[src/rtl/nn_pkg.sv]
// Shared CNN-pipeline types: FSM state encoding and the pixel-counter width.
package nn_pkg;

  typedef enum logic [1:0] {
    ST_IDLE   = 2'd0,
    ST_ACTIVE = 2'd1,
    ST_DONE   = 2'd2
  } state_t;

  function automatic int pix_cnt_w(input int size);
    int n;
    n = size * size;
    return (n > 1) ? $clog2(n) : 1;
  endfunction

endpackage

[src/rtl/concat_ctrl_if.sv]
// Trunk/branch input strobes and the concatenated output stream.
interface concat_ctrl_if #(
  parameter int N             = 8,
  parameter int INPUT_CHANNEL = 1
);
  import nn_pkg::*;

  localparam int W = INPUT_CHANNEL * N;

  logic           layer_vld;
  logic [W-1:0]   layer_din;
  logic           branch_vld;
  logic [W-1:0]   branch_din;
  logic           concat_dout_vld;
  logic [2*W-1:0] concat_dout;

  modport master (
    output layer_vld, layer_din,
    output branch_vld, branch_din,
    input  concat_dout_vld, concat_dout
  );

  modport slave (
    input  layer_vld, layer_din,
    input  branch_vld, branch_din,
    output concat_dout_vld, concat_dout
  );

endinterface

[src/rtl/concat_fifo.sv]
// Synchronous FIFO with an extra pointer bit to tell full from empty.
module concat_fifo #(
  parameter int W     = 8,
  parameter int DEPTH = 4
) (
  input  logic                 clk,
  input  logic                 rst,
  input  logic                 push,
  input  logic                 pop,
  input  logic [W-1:0]         din,
  output logic [W-1:0]         dout,
  output logic                 full,
  output logic                 empty,
  output logic [$clog2(DEPTH):0] level
);

  localparam int AW = $clog2(DEPTH);

  logic [W-1:0] mem [DEPTH];
  logic [AW:0]  wr_ptr;
  logic [AW:0]  rd_ptr;

  always_ff @(posedge clk) begin
    if (rst) begin
      wr_ptr <= '0;
      rd_ptr <= '0;
    end else begin
      if (push) wr_ptr <= wr_ptr + (AW+1)'(1);
      if (pop)  rd_ptr <= rd_ptr + (AW+1)'(1);
    end
  end

  // Head is read combinationally, so a same-cycle write to a
  // full FIFO cannot disturb the entry being popped.
  always_ff @(posedge clk) begin
    if (push) mem[wr_ptr[AW-1:0]] <= din;
  end

  assign dout  = mem[rd_ptr[AW-1:0]];
  assign empty = (wr_ptr == rd_ptr);
  assign full  = (wr_ptr[AW] != rd_ptr[AW]) &&
                 (wr_ptr[AW-1:0] == rd_ptr[AW-1:0]);
  assign level = wr_ptr - rd_ptr;

endmodule

[src/rtl/concat_ctrl.sv]
// Trunk/branch pairing buffer with frame sequencing.
// Build with CONCAT_CTRL_ERR_EN to get sticky err_ovf/err_udf flags.
module concat_ctrl
  import nn_pkg::*;
#(
  parameter int N             = 8,
  parameter int INPUT_CHANNEL = 1,
  parameter int INPUT_SIZE    = 28,
  parameter int DEPTH         = 4
) (
  input  logic                   clk,
  input  logic                   rst,
  concat_ctrl_if.slave           bus,
  output logic [$clog2(DEPTH):0] fifo_level,
  output logic                   busy,
  output logic                   frame_done,
  output logic                   err_ovf,
  output logic                   err_udf
);

  localparam int W    = INPUT_CHANNEL * N;
  localparam int CW   = pix_cnt_w(INPUT_SIZE);
  localparam int LAST = INPUT_SIZE * INPUT_SIZE - 1;

  logic           fifo_full;
  logic           fifo_empty;
  logic [W-1:0]   head;
  logic           pop;
  logic           push;
  logic           bypass;
  logic           emit;
  logic           vld_q;
  logic [2*W-1:0] dout_q;
  logic [CW-1:0]  pix_cnt;
  state_t         state_q;
  state_t         state_d;

  assign pop    = bus.branch_vld && !fifo_empty;
  assign bypass = bus.branch_vld && bus.layer_vld && fifo_empty;
  assign emit   = pop || bypass;
  assign push   = bus.layer_vld && !bypass &&
                  (!fifo_full || pop);

  concat_fifo #(
    .W     (W),
    .DEPTH (DEPTH)
  ) u_fifo (
    .clk   (clk),
    .rst   (rst),
    .push  (push),
    .pop   (pop),
    .din   (bus.layer_din),
    .dout  (head),
    .full  (fifo_full),
    .empty (fifo_empty),
    .level (fifo_level)
  );

  always_ff @(posedge clk) begin
    if (rst) begin
      vld_q  <= 1'b0;
      dout_q <= '0;
    end else begin
      vld_q <= emit;
      if (emit)
        dout_q <= {bus.branch_din,
                   pop ? head : bus.layer_din};
    end
  end

  assign bus.concat_dout_vld = vld_q;
  assign bus.concat_dout     = dout_q;

  always_ff @(posedge clk) begin
    if (rst) state_q <= ST_IDLE;
    else     state_q <= state_d;
  end

  always_comb begin
    state_d = state_q;
    unique case (state_q)
      ST_IDLE:
        if (bus.layer_vld || bus.branch_vld)
          state_d = ST_ACTIVE;
      ST_ACTIVE:
        if (vld_q && pix_cnt == CW'(LAST))
          state_d = ST_DONE;
      ST_DONE:
        if (!fifo_empty || bus.layer_vld ||
            bus.branch_vld)
          state_d = ST_ACTIVE;
        else
          state_d = ST_IDLE;
      default:
        state_d = ST_IDLE;
    endcase
  end

  // An output landing during DONE is the first pixel of the next frame.
  always_ff @(posedge clk) begin
    if (rst)
      pix_cnt <= '0;
    else if (state_q == ST_DONE)
      pix_cnt <= vld_q ? CW'(1) : '0;
    else if (vld_q)
      pix_cnt <= pix_cnt + CW'(1);
  end

  assign busy       = (state_q == ST_ACTIVE);
  assign frame_done = (state_q == ST_DONE);

`ifdef CONCAT_CTRL_ERR_EN
  logic ovf_q;
  logic udf_q;

  always_ff @(posedge clk) begin
    if (rst) begin
      ovf_q <= 1'b0;
      udf_q <= 1'b0;
    end else begin
      if (bus.layer_vld && fifo_full && !pop)
        ovf_q <= 1'b1;
      if (bus.branch_vld && fifo_empty &&
          !bus.layer_vld)
        udf_q <= 1'b1;
    end
  end

  assign err_ovf = ovf_q;
  assign err_udf = udf_q;
`else
  assign err_ovf = 1'b0;
  assign err_udf = 1'b0;
`endif

endmodule

[src/flat_wrapper.sv]
// flat-port wrapper written by rule: the top's interface ports become plain ports
module concat_ctrl_flat import nn_pkg::*;
#(
  parameter int N             = 8,
  parameter int INPUT_CHANNEL = 1,
  parameter int INPUT_SIZE    = 28,
  parameter int DEPTH         = 4
)
  (clk, rst, fifo_level, busy, frame_done, err_ovf, err_udf, bus_layer_vld, bus_layer_din, bus_branch_vld, bus_branch_din, bus_concat_dout_vld, bus_concat_dout);
  concat_ctrl_if #(.N(N), .INPUT_CHANNEL(INPUT_CHANNEL)) bus_i ();
  input  logic clk;
  input  logic rst;
  output logic [$clog2(DEPTH):0] fifo_level;
  output logic busy;
  output logic frame_done;
  output logic err_ovf;
  output logic err_udf;
  input wire logic [$bits(bus_i.layer_vld)-1:0] bus_layer_vld;
  input wire logic [$bits(bus_i.layer_din)-1:0] bus_layer_din;
  input wire logic [$bits(bus_i.branch_vld)-1:0] bus_branch_vld;
  input wire logic [$bits(bus_i.branch_din)-1:0] bus_branch_din;
  output wire logic [$bits(bus_i.concat_dout_vld)-1:0] bus_concat_dout_vld;
  output wire logic [$bits(bus_i.concat_dout)-1:0] bus_concat_dout;
  assign bus_i.layer_vld = bus_layer_vld;
  assign bus_i.layer_din = bus_layer_din;
  assign bus_i.branch_vld = bus_branch_vld;
  assign bus_i.branch_din = bus_branch_din;
  assign bus_concat_dout_vld = bus_i.concat_dout_vld;
  assign bus_concat_dout = bus_i.concat_dout;
  concat_ctrl #(.N(N), .INPUT_CHANNEL(INPUT_CHANNEL), .INPUT_SIZE(INPUT_SIZE), .DEPTH(DEPTH)) u_core (.clk(clk), .rst(rst), .bus(bus_i), .fifo_level(fifo_level), .busy(busy), .frame_done(frame_done), .err_ovf(err_ovf), .err_udf(err_udf));
endmodule
[config.mk]
export PLATFORM = sky130hd
export DESIGN_NAME = concat_ctrl_flat
export DESIGN_NICKNAME = d
export VERILOG_FILES = /design/src/rtl/nn_pkg.sv /design/src/rtl/concat_ctrl_if.sv /design/src/rtl/concat_fifo.sv /design/src/rtl/concat_ctrl.sv /design/src/flat_wrapper.sv
export SDC_FILE = /design/constraint.sdc
export NUM_CORES = 1
export LEC_CHECK = 0
export CAP_MARGIN = 20
export CORE_UTILIZATION = 30
export DETAILED_ROUTE_END_ITERATION = 12
export SKIP_CTS_REPAIR_TIMING = 1
export SYNTH_ARGS = -nofsm -noshare
export SYNTH_HDL_FRONTEND = slang
export SYNTH_SLANG_ARGS = --single-unit
[constraint.sdc]
create_clock -name clk -period 2.48 [get_ports clk]
set_clock_uncertainty 0.2 [all_clocks]
set_input_delay 0.372 -clock clk [delete_from_list [all_inputs] [get_ports clk]]
set_output_delay 0.372 -clock clk [all_outputs]
set_load 0.03 [all_outputs]
# Word level (Yosys, flattened, before mapping)
# Memory sizes are Yosys's and may differ from the RTL's. A register that Yosys moved wholly into a read port is not among the register bits.
# Cells that the tools add are included.
# word_totals
register_bits	35
ram_bits	32
inputBits	20
output_inout_bits	24
mem_count	1
# memory_table
memory	depth	word_bits	read_ports	rd_ports_with_merged_regs	wr	line_no	rtl
u_core.u_fifo.mem	4	8	1	1	1	concat_fifo.sv:19	logic [W-1:0] mem [DEPTH];
# classes
add_sub_neg	4
n_eq_ne	8
mux	12
n_reduce_logical	18
# op_table
op	n
$mux W10	2
$add A10 B1 Y10 const B	1
$eq A10 B10 Y1 const B	1
$mux W2	4
$mux W8	1
$logic_and A1 B1 Y1	7
$add A3 B1 Y3 const B	2
$pmux W2 S3	1
$logic_or A1 B1 Y1	5
$mux W1	4
$ne A2 B1 Y1 const B	2
$eq A3 B3 Y1	1
$logic_not A1 Y1	3
$sub A3 B3 Y3	1
$eq A2 B1 Y1 const B	1
$eq A2 B2 Y1	1
$eq A2 B2 Y1 const B	1
$logic_not A2 Y1	1
$reduce_and A2 Y1	1
$reduce_bool A2 Y1	1
$ne A1 B1 Y1	1

# Longest topological paths before layout
# Gate-level depths: netlist (run 1).
# depth
word_depth	7
mapped_depth	7

# Cells and area by module
# Synthesis (run 1) repeated with hierarchy kept, for this count alone.
# hier_totals
hier_cells	234
area_unflattened_um2	2884.0
# modules_own_cells
module	instances	cells_each	area_each_um2
concat_fifo	1	88	1606.5
concat_ctrl	1	146	1277.5

# Least setup slack after synthesis (run 1)
# No wires, ideal clock.
# synth_path
path_kind	register to output
start	register u_core.u_fifo.wr_ptr[0]
end	output fifo_level[2]
arrival_time_ns	1.534
t_required_ns	1.908
setup_slack_ns	0.374
path_stages_with_launch	5
path_buffers	0
path_cell_list	dfxtp_1 inv_1 ha_1 fa_1 xor2_1
# synth_between
elab_chain_cells	1
# synth_rtl
item	line_no	rtl
start: declaration	concat_fifo.sv:20	logic [AW:0] wr_ptr;
start signal: assignment	concat_fifo.sv:28	if (push) wr_ptr <= wr_ptr + (AW+1)'(1);
$sub A3 B3 Y3	concat_fifo.sv:43	assign level = wr_ptr - rd_ptr;
end: declaration	flat_wrapper.sv:13	output logic [$clog2(DEPTH):0] fifo_level;
# Every way passes these cells.

# Worst setup path in the final report (run 1)
# layout_path
start	register u_core.u_fifo.wr_ptr[0]
end	output fifo_level[0]
# The elaborated chain is that of the path after synthesis.

==> results of run 1 <==
[state kept, by name (all words and copies together), names as in the netlist, named ones only]
| register | flops |
|---|---|
| u_core.u_fifo.mem | 32 |
| u_core.pix_cnt | 10 |
| u_core.u_fifo.wr_ptr | 3 |
| u_core.state_q | 2 |
| u_core.u_fifo.rd_ptr | 3 |
| u_core.bus.concat_dout_vld | 1 |
| u_core.bus.concat_dout | 16 |
[layer usage]
metal	part of all wire [%]	global-route usage, %
met5	0	0
met4	0.90	4.41
met3	4.4	4.46
met2	49	20.7
met1	46	14.8
[through the flow]
step | cell area (sq um) | std cells | power [W]
after detailed placement | 3440 | 398 | 0.00260
after global routing | 3650 | 414 | 0.00366
after CTS | 3650 | 414 | 0.00352
after global placement | 3440 | 398 | 0.00259
after floorplan | 2880 | 231 | 0.00221
final | 3650 | 414 | 0.00347
[worst max path at each step]
stage	startpoint	end	slack [ns]	cells past startpoint
after global placement	u_core.u_fifo.wr_ptr[0]$_SDFFE_PP0N_	fifo_level[1]	0.17	5
after detailed placement	bus_branch_vld	u_core.u_fifo.mem[3][4]$_DFFE_PP_	0.14	4
after floorplan	u_core.u_fifo.wr_ptr[0]$_SDFFE_PP0N_	fifo_level[2]	0.37	4
after global routing	u_core.u_fifo.wr_ptr[0]$_SDFFE_PP0N_	fifo_level[0]	0.03	4
final	u_core.u_fifo.wr_ptr[0]$_SDFFE_PP0N_	fifo_level[0]	0.14	4
after CTS	u_core.u_fifo.wr_ptr[0]$_SDFFE_PP0N_	fifo_level[1]	-0.23	5
[power by group]
part           internal, W  switching (W)  total [W]
clock network     0.000485       0.000426   0.000911
logic             0.000503       0.000597    0.00110
registers          0.00135       0.000111    0.00146
total              0.00233        0.00114    0.00347
[kinds of logic (layout without fill, tap and decap cells)]
| logic type | Yosys count | after routing | synth area share [%] |
|---|---|---|---|
| flip-flops | 69 | 69 | 59.2 |
| AND/OR/NAND/NOR | 68 | 68 | 10.5 |
| AO/OA/AOI/OAI | 34 | 34 | 8.57 |
| buffers and inverters | 19 | 73 | 3.31 |
| multiplexers | 18 | 18 | 9.74 |
| XOR/XNOR | 12 | 12 | 4.39 |
| adder cells (fa/ha/maj) | 9 | 9 | 4.18 |
| other | 1 | 2 | 0.130 |
[area by class of cell]
| class | count | area share [%] |
|---|---|---|
| Tap cell | 129 | 4.42 |
| Timing Repair Buffer | 49 | 12.9 |
| Clock buffer | 12 | 4.86 |
| Multi-Input combinational cell | 143 | 29.7 |
| Inverter | 8 | 0.822 |
| Sequential cell | 69 | 46.6 |
| Clock inverter | 4 | 0.754 |
[placed cells by master (no fill, tap or decap), types with 6 or more instances in the layout]
cell type | synthesis | routed
buf_4 | 4 | 9
xor2_1 | 6 | 6
nor2_1 | 23 | 23
clkdlybuf4s50_1 | 0 | 39
mux2i_1 | 10 | 10
mux4_2 | 8 | 8
dfxtp_1 | 37 | 37
ha_1 | 8 | 8
nand2_1 | 25 | 25
a21oi_1 | 13 | 13
inv_1 | 8 | 8
clkbuf_8 | 0 | 9
edfxtp_1 | 32 | 32
[synthesized netlist by cell type, types with 2 or more instances]
cell      instances
a21oi_1          13
nand4_1           3
or3_1             4
o21ai_0           4
xnor2_1           4
nand2_1          25
edfxtp_1         32
ha_1              8
buf_4             4
mux2i_1          10
nor2_1           23
o21a_1            2
a211oi_1          4
nand2b_1          3
dfxtp_1          37
nand3_1           2
o21ai_1           2
clkbuf_1          4
inv_1             8
mux4_2            8
xor2_1            6
nor3_1            2
a211oi_2          4
and2_1            3
[worst max-delay path, cell delays in order (launching register included)]
cell	delay [ns]
dfxtp_1	0.33
inv_1	0.08
ha_1	0.31
inv_1	0.06
clkdlybuf4s50_1	0.66
==> run_summary.xml, run 1 <==
<?xml version="1.0" encoding="UTF-8"?>
<metrics>
  <group name="timing">
    <metric name="grt_setup_unrepaired" unit="">false</metric>
    <metric name="timing.slew.headroom" unit="%">47.6</metric>
    <metric name="fin_worst_hold_slack" unit="ns">0.253</metric>
    <metric name="layout_min_cycle_time" unit="ns">2.34</metric>
    <metric name="total_count_of_hold_check_failures_in_the_final_report" unit="">0</metric>
    <metric name="final_critical_path_setup_slack" unit="ns">0.140</metric>
    <metric name="setup-tns-final" unit="ns">0</metric>
    <metric name="timing.final.crit_share" unit="%">94.4</metric>
    <metric name="achievable-frequency" unit="MHz">427</metric>
    <metric name="setup-violations-final" unit="">0</metric>
    <metric name="slew_viol_final" unit="">0</metric>
    <metric name="worst_pin_slew" unit="ns">0.783</metric>
  </group>
  <group name="worst_hold_path">
    <metric name="holdPathStages" unit="">2</metric>
    <metric name="worstHoldEndpoint" unit="">u_core.bus.concat_dout[11]$_SDFFE_PP0P_</metric>
    <metric name="hold_path_class" unit="">reg -&gt; reg</metric>
    <metric name="timing.hold.worst.start" unit="">u_core.bus.concat_dout[11]$_SDFFE_PP0P_</metric>
  </group>
  <group name="critical_path">
    <metric name="reg2reg_slack" unit="ns">0.31</metric>
    <metric name="critical_path.endpoint_type" unit="">primary output</metric>
    <metric name="rr_startpoint" unit="">u_core.u_fifo.rd_ptr[1]$_SDFFE_PP0N_</metric>
    <metric name="setup.worst_path.start_class" unit="">register</metric>
    <metric name="crit_fanout" unit="">3</metric>
    <metric name="cp_data_required_time" unit="ns">1.91</metric>
    <metric name="r2r.worst_path.cells" unit="">6</metric>
    <metric name="crit-reg2reg-capture" unit="">u_core.u_fifo.mem[1][2]$_DFFE_PP_</metric>
    <metric name="worst_ep_arrival_time" unit="ns">1.77</metric>
    <metric name="path_class" unit="">reg -&gt; out</metric>
  </group>
  <group name="yosys">
    <metric name="syn-mean-instance-area" unit="sq um">12.5</metric>
    <metric name="syn-instance-count" unit="">230</metric>
    <metric name="asyncSetResetFlopFracSynth" unit="%">0</metric>
    <metric name="synth_edf_count" unit="">32</metric>
    <metric name="biggest_area_contributors_in_the_synthesized_netlist" unit="">edfxtp_1 (33%), dfxtp_1 (26%), mux4_2 (6.3%)</metric>
    <metric name="yosys_register_bits" unit="">69</metric>
    <metric name="yosys.area.top_type_share" unit="%">33.4</metric>
    <metric name="synth_seq_area_share" unit="%">59.2</metric>
    <metric name="yosysWarnings" unit="">0</metric>
    <metric name="mappedNetlistArea" unit="sq mm">0.00288</metric>
    <metric name="synthDominantAreaCellType" unit="">edfxtp_1</metric>
    <metric name="yosys_most_used_dff" unit="">dfxtp_1</metric>
    <metric name="synth_cell_types" unit="">39</metric>
  </group>
  <group name="grt">
    <metric name="grt_first_pass_wirelength" unit="mm">9.18</metric>
    <metric name="grt_start_max_net_pins" unit="">29</metric>
    <metric name="grtUsageTotal" unit="%">12.4</metric>
    <metric name="grt_antenna_before_repair" unit="">0</metric>
    <metric name="grt_pass1_vias" unit="">1823</metric>
    <metric name="grt.overflow.total" unit="">0</metric>
  </group>
  <group name="flow_run">
    <metric name="cap_viol_max_count" unit="">0</metric>
  </group>
  <group name="detailed_routing">
    <metric name="antenna_violating_nets_post_route" unit="">0</metric>
    <metric name="post_drt_via_cell_ratio" unit="">4.43</metric>
    <metric name="detail_route.drc_violations" unit="">0</metric>
    <metric name="wirelength" unit="mm">5.67</metric>
    <metric name="first_iter_violations" unit="">89</metric>
    <metric name="detailroute.via_count" unit="">1835</metric>
    <metric name="detail_route.wl_per_cell" unit="um">13.7</metric>
    <metric name="first_pass_iters" unit="">4</metric>
  </group>
  <group name="clock_network">
    <metric name="cts_max_path_buffers" unit="">2</metric>
    <metric name="tritoncts.num_buffers" unit="">9</metric>
    <metric name="clkTransAtPathRegs" unit="ns">0.08</metric>
    <metric name="cts_tree" unit="">yes</metric>
    <metric name="root_buffer" unit="">clkbuf_8</metric>
    <metric name="clock_sink_count" unit="">69</metric>
    <metric name="clock_latency" unit="ns">0.35</metric>
    <metric name="cts.htree.levels" unit="">3</metric>
  </group>
  <group name="final_layout">
    <metric name="nFillCells" unit="">913</metric>
    <metric name="layout.core_utilization" unit="%">39.3</metric>
    <metric name="signed_area_change_from_the_synthesized_netlist_to_the_final_layout" unit="%">27.0</metric>
    <metric name="drive_above_1_share" unit="%">13.7</metric>
    <metric name="layout.area.seq" unit="sq mm">0.00170</metric>
    <metric name="num-nets-final" unit="">309</metric>
    <metric name="multiInputGateArea" unit="sq mm">0.00108</metric>
    <metric name="diodes" unit="">0</metric>
  </group>
  <group name="floorplan">
    <metric name="core" unit="sq mm">0.00928</metric>
    <metric name="chipHeight" unit="um">99.9</metric>
    <metric name="num_rows" unit="">35</metric>
    <metric name="die-width" unit="um">99.9</metric>
    <metric name="die_area" unit="sq mm">0.00998</metric>
    <metric name="start_util" unit="%">31.0</metric>
    <metric name="floorplan.io_pins" unit="">44</metric>
  </group>
  <group name="pwr">
    <metric name="irDropWorstVdd" unit="V">0.000606</metric>
    <metric name="leakage" unit="nW">1.34</metric>
    <metric name="power-per-cell-area" unit="mW/mm^2">950</metric>
  </group>
  <group name="placed_design">
    <metric name="routabilityCongestion" unit="">0.750</metric>
    <metric name="io_buffers" unit="">41</metric>
    <metric name="dp.final_hpwl" unit="mm">3.97</metric>
    <metric name="dp_slack" unit="ns">0.136</metric>
  </group>
  <group name="run_status">
    <metric name="run_status" unit="">completed</metric>
  </group>
</metrics>
No activity file was read; power rests on OpenSTA's default activity.
==> run 2, diff against run 1 <==
- CAP_MARGIN: 20 -> 5
==> results of run 2 <==
Same layout as run 1: the final DEF is identical, and so are final timing and power.
==> run 3, diff against run 2 <==
- ABC_AREA: default -> 1
==> run 3 against run 2 <==
  * Final cell count is 28% higher
  * Routed wire length up 9.2%
  * Sequential share of layout area decreased by 2.3 points
  * Synthesized cell count rose by 47%
  * Highest routed layer unchanged
==> run_summary.xml, run 3 <==
<?xml version="1.0" encoding="UTF-8"?>
<metrics>
  <group name="final_layout">
    <metric name="max_reg_flops" unit="">32</metric>
    <metric name="most-common-layout-cells" unit="">nand2_1 (75), nor2_1 (55), clkdlybuf4s50_1 (39)</metric>
    <metric name="layout.core_utilization" unit="%">39.1</metric>
    <metric name="diodes" unit="">0</metric>
    <metric name="num-nets-final" unit="">421</metric>
    <metric name="drive_above_1_share" unit="%">10.8</metric>
    <metric name="mostFrequentLayoutCell" unit="">nand2_1</metric>
    <metric name="signed_area_change_from_the_synthesized_netlist_to_the_final_layout" unit="%">26.3</metric>
    <metric name="fin_area" unit="sq mm">0.00384</metric>
  </group>
  <group name="clock_network">
    <metric name="clock_latency" unit="ns">0.34</metric>
    <metric name="clock_sink_count" unit="">69</metric>
    <metric name="cts_max_path_buffers" unit="">2</metric>
    <metric name="tritoncts.num_buffers" unit="">9</metric>
    <metric name="root_buffer" unit="">clkbuf_8</metric>
    <metric name="clkTransAtPathRegs" unit="ns">0.07</metric>
    <metric name="cts.htree.levels" unit="">3</metric>
    <metric name="cts_tree" unit="">yes</metric>
  </group>
  <group name="critical_path">
    <metric name="path_class" unit="">reg -&gt; out</metric>
    <metric name="cp_data_required_time" unit="ns">1.91</metric>
    <metric name="critical_path.endpoint_type" unit="">primary output</metric>
    <metric name="reg2reg_slack" unit="ns">0.49</metric>
    <metric name="setup.worst_path.start_class" unit="">register</metric>
    <metric name="crit-reg2reg-capture" unit="">u_core.u_fifo.mem[1][5]$_DFFE_PP_</metric>
    <metric name="crit_fanout" unit="">2</metric>
    <metric name="rr_startpoint" unit="">u_core.u_fifo.rd_ptr[1]$_SDFFE_PP0N_</metric>
    <metric name="r2r.worst_path.cells" unit="">8</metric>
    <metric name="worst_ep_arrival_time" unit="ns">1.75</metric>
  </group>
  <group name="yosys">
    <metric name="biggest_area_contributors_in_the_synthesized_netlist" unit="">edfxtp_1 (32%), dfxtp_1 (24%), nand2_1 (9.3%)</metric>
    <metric name="yosys_most_used_dff" unit="">dfxtp_1</metric>
    <metric name="yosysMostFrequentCell" unit="">nand2_1</metric>
    <metric name="syn-mean-instance-area" unit="sq um">8.97</metric>
    <metric name="mappedNetlistArea" unit="sq mm">0.00304</metric>
    <metric name="yosysWarnings" unit="">0</metric>
    <metric name="yosys_register_bits" unit="">69</metric>
    <metric name="yosys.area.top_type_share" unit="%">31.6</metric>
    <metric name="synth_cell_types" unit="">31</metric>
    <metric name="synth_edf_count" unit="">32</metric>
    <metric name="synth_seq_area_share" unit="%">55.9</metric>
    <metric name="synthDominantAreaCellType" unit="">edfxtp_1</metric>
    <metric name="asyncSetResetFlopFracSynth" unit="%">0</metric>
    <metric name="ys_top_cells_by_count" unit="">nand2_1 (75), nor2_1 (55), dfxtp_1 (37), edfxtp_1 (32), inv_1 (27)</metric>
    <metric name="syn-instance-count" unit="">339</metric>
  </group>
  <group name="detailed_routing">
    <metric name="detail_route.drc_violations" unit="">0</metric>
    <metric name="detail_route.wl_per_cell" unit="um">11.7</metric>
    <metric name="antenna_violating_nets_post_route" unit="">0</metric>
    <metric name="first_pass_iters" unit="">4</metric>
    <metric name="wirelength" unit="mm">6.19</metric>
    <metric name="post_drt_via_cell_ratio" unit="">4.32</metric>
    <metric name="first_iter_violations" unit="">56</metric>
    <metric name="detailroute.via_count" unit="">2292</metric>
  </group>
  <group name="timing">
    <metric name="achievable-frequency" unit="MHz">431</metric>
    <metric name="timing.slew.headroom" unit="%">66.5</metric>
    <metric name="total_count_of_hold_check_failures_in_the_final_report" unit="">0</metric>
    <metric name="worst_pin_slew" unit="ns">0.501</metric>
    <metric name="timing.final.crit_share" unit="%">93.6</metric>
    <metric name="grt_setup_unrepaired" unit="">false</metric>
    <metric name="slew_viol_final" unit="">0</metric>
    <metric name="layout_min_cycle_time" unit="ns">2.32</metric>
    <metric name="setup-violations-final" unit="">0</metric>
  </group>
  <group name="floorplan">
    <metric name="floorplan.io_pins" unit="">44</metric>
    <metric name="die_area" unit="sq mm">0.0105</metric>
    <metric name="chipHeight" unit="um">103</metric>
    <metric name="start_util" unit="%">31.0</metric>
    <metric name="core" unit="sq mm">0.00982</metric>
    <metric name="num_rows" unit="">36</metric>
    <metric name="die-width" unit="um">103</metric>
  </group>
  <group name="placed_design">
    <metric name="post_dp_cell_area" unit="sq mm">0.00362</metric>
    <metric name="io_buffers" unit="">41</metric>
    <metric name="routabilityCongestion" unit="">0.787</metric>
    <metric name="dp.final_hpwl" unit="mm">4.59</metric>
  </group>
  <group name="grt">
    <metric name="grt_first_pass_wirelength" unit="mm">10.3</metric>
    <metric name="grt.overflow.total" unit="">0</metric>
    <metric name="grtUsageTotal" unit="%">13.0</metric>
    <metric name="grt_antenna_before_repair" unit="">0</metric>
    <metric name="grt_start_max_net_pins" unit="">18</metric>
    <metric name="grt_pass1_vias" unit="">2267</metric>
  </group>
  <group name="worst_hold_path">
    <metric name="worstHoldEndpoint" unit="">u_core.pix_cnt[5]$_SDFFE_PP0P_</metric>
    <metric name="holdPathStages" unit="">2</metric>
    <metric name="timing.hold.worst.start" unit="">u_core.pix_cnt[5]$_SDFFE_PP0P_</metric>
    <metric name="hold_path_class" unit="">reg -&gt; reg</metric>
  </group>
  <group name="pwr">
    <metric name="power-per-cell-area" unit="mW/mm^2">862</metric>
    <metric name="irDropWorstVdd" unit="V">0.000447</metric>
    <metric name="leakage" unit="nW">1.56</metric>
  </group>
  <group name="flow_run">
    <metric name="cap_viol_max_count" unit="">0</metric>
  </group>
  <group name="run_status">
    <metric name="run_status" unit="">completed</metric>
  </group>
</metrics>
-- run 3: metal layers --
layer | up-vias | track usage [%] | share of wire [%]
met3 | 10 | 4.88 | 4.9
met4 | 0 | 4.07 | 1.5
met1 | 1035 | 15.4 | 47
met2 | 46 | 21.8 | 46
met5 | - | 0 | 0
li1 | 1201 | - | -
-- run 3: metrics by stage --
step | hold slack (ns) | total power, W | std cells | setup WS, ns | TNS (ns)
3_3_place_gp | 0.252 | 0.00234 | 514 | 0.200 | 0
3_5_place_dp | 0.257 | 0.00235 | 514 | 0.193 | 0
6_report | 0.267 | 0.00331 | 530 | 0.159 | 0
5_1_grt | 0.306 | 0.00352 | 530 | 0.0645 | 0
4_1_cts | 0.268 | 0.00335 | 530 | -0.185 | -0.185
2_1_floorplan | 0.236 | 0.00203 | 340 | 0.383 | 0
-- run 3: cell families (layout without fill, tap and decap cells) --
group,after synthesis,in the layout,share of synthesized area [%]
flops,69,69,55.9
compound gates,50,50,8.68
other cells,1,2,0.123
fa+ha+maj,9,9,3.95
simple gates,166,166,23.8
xor+xnor,4,4,1.15
buf+inv,40,97,6.34
-- run 3: cell type report --
type                       count  area [sq um]
tap                          133           166
clock inverter                 3          68.8
fill                        1019          5980
clock buffer                  13           149
inverter                      30           120
timing repair buffer          51           485
sequential                    69          1700
multi-input combinational    231          1150
-- run 3: power by group --
group / switching [W] / internal, W
Sequential: 0.0000787 / 0.00131
Combinational: 0.000575 / 0.000347
Clock: 0.000405 / 0.000597
-- run 3: how the worst max path moves through the flow --
stage	endpoint	slack (ns)	from	depth (start not counted)
floorplan	fifo_level[2]	0.38	u_core.u_fifo.wr_ptr[0]$_SDFFE_PP0N_	4
global placement	fifo_level[1]	0.20	u_core.u_fifo.wr_ptr[0]$_SDFFE_PP0N_	5
detailed placement	fifo_level[1]	0.19	u_core.u_fifo.wr_ptr[0]$_SDFFE_PP0N_	5
CTS	fifo_level[1]	-0.19	u_core.u_fifo.wr_ptr[0]$_SDFFE_PP0N_	5
global route	fifo_level[0]	0.06	u_core.u_fifo.wr_ptr[0]$_SDFFE_PP0N_	4
finish	fifo_level[0]	0.16	u_core.u_fifo.wr_ptr[0]$_SDFFE_PP0N_	4
-- run 3: critical path: stages, from the launching register on --
cell and delay (ns):
dfxtp_1 0.33, inv_1 0.06, ha_1 0.31, inv_1 0.06, clkdlybuf4s50_1 0.65
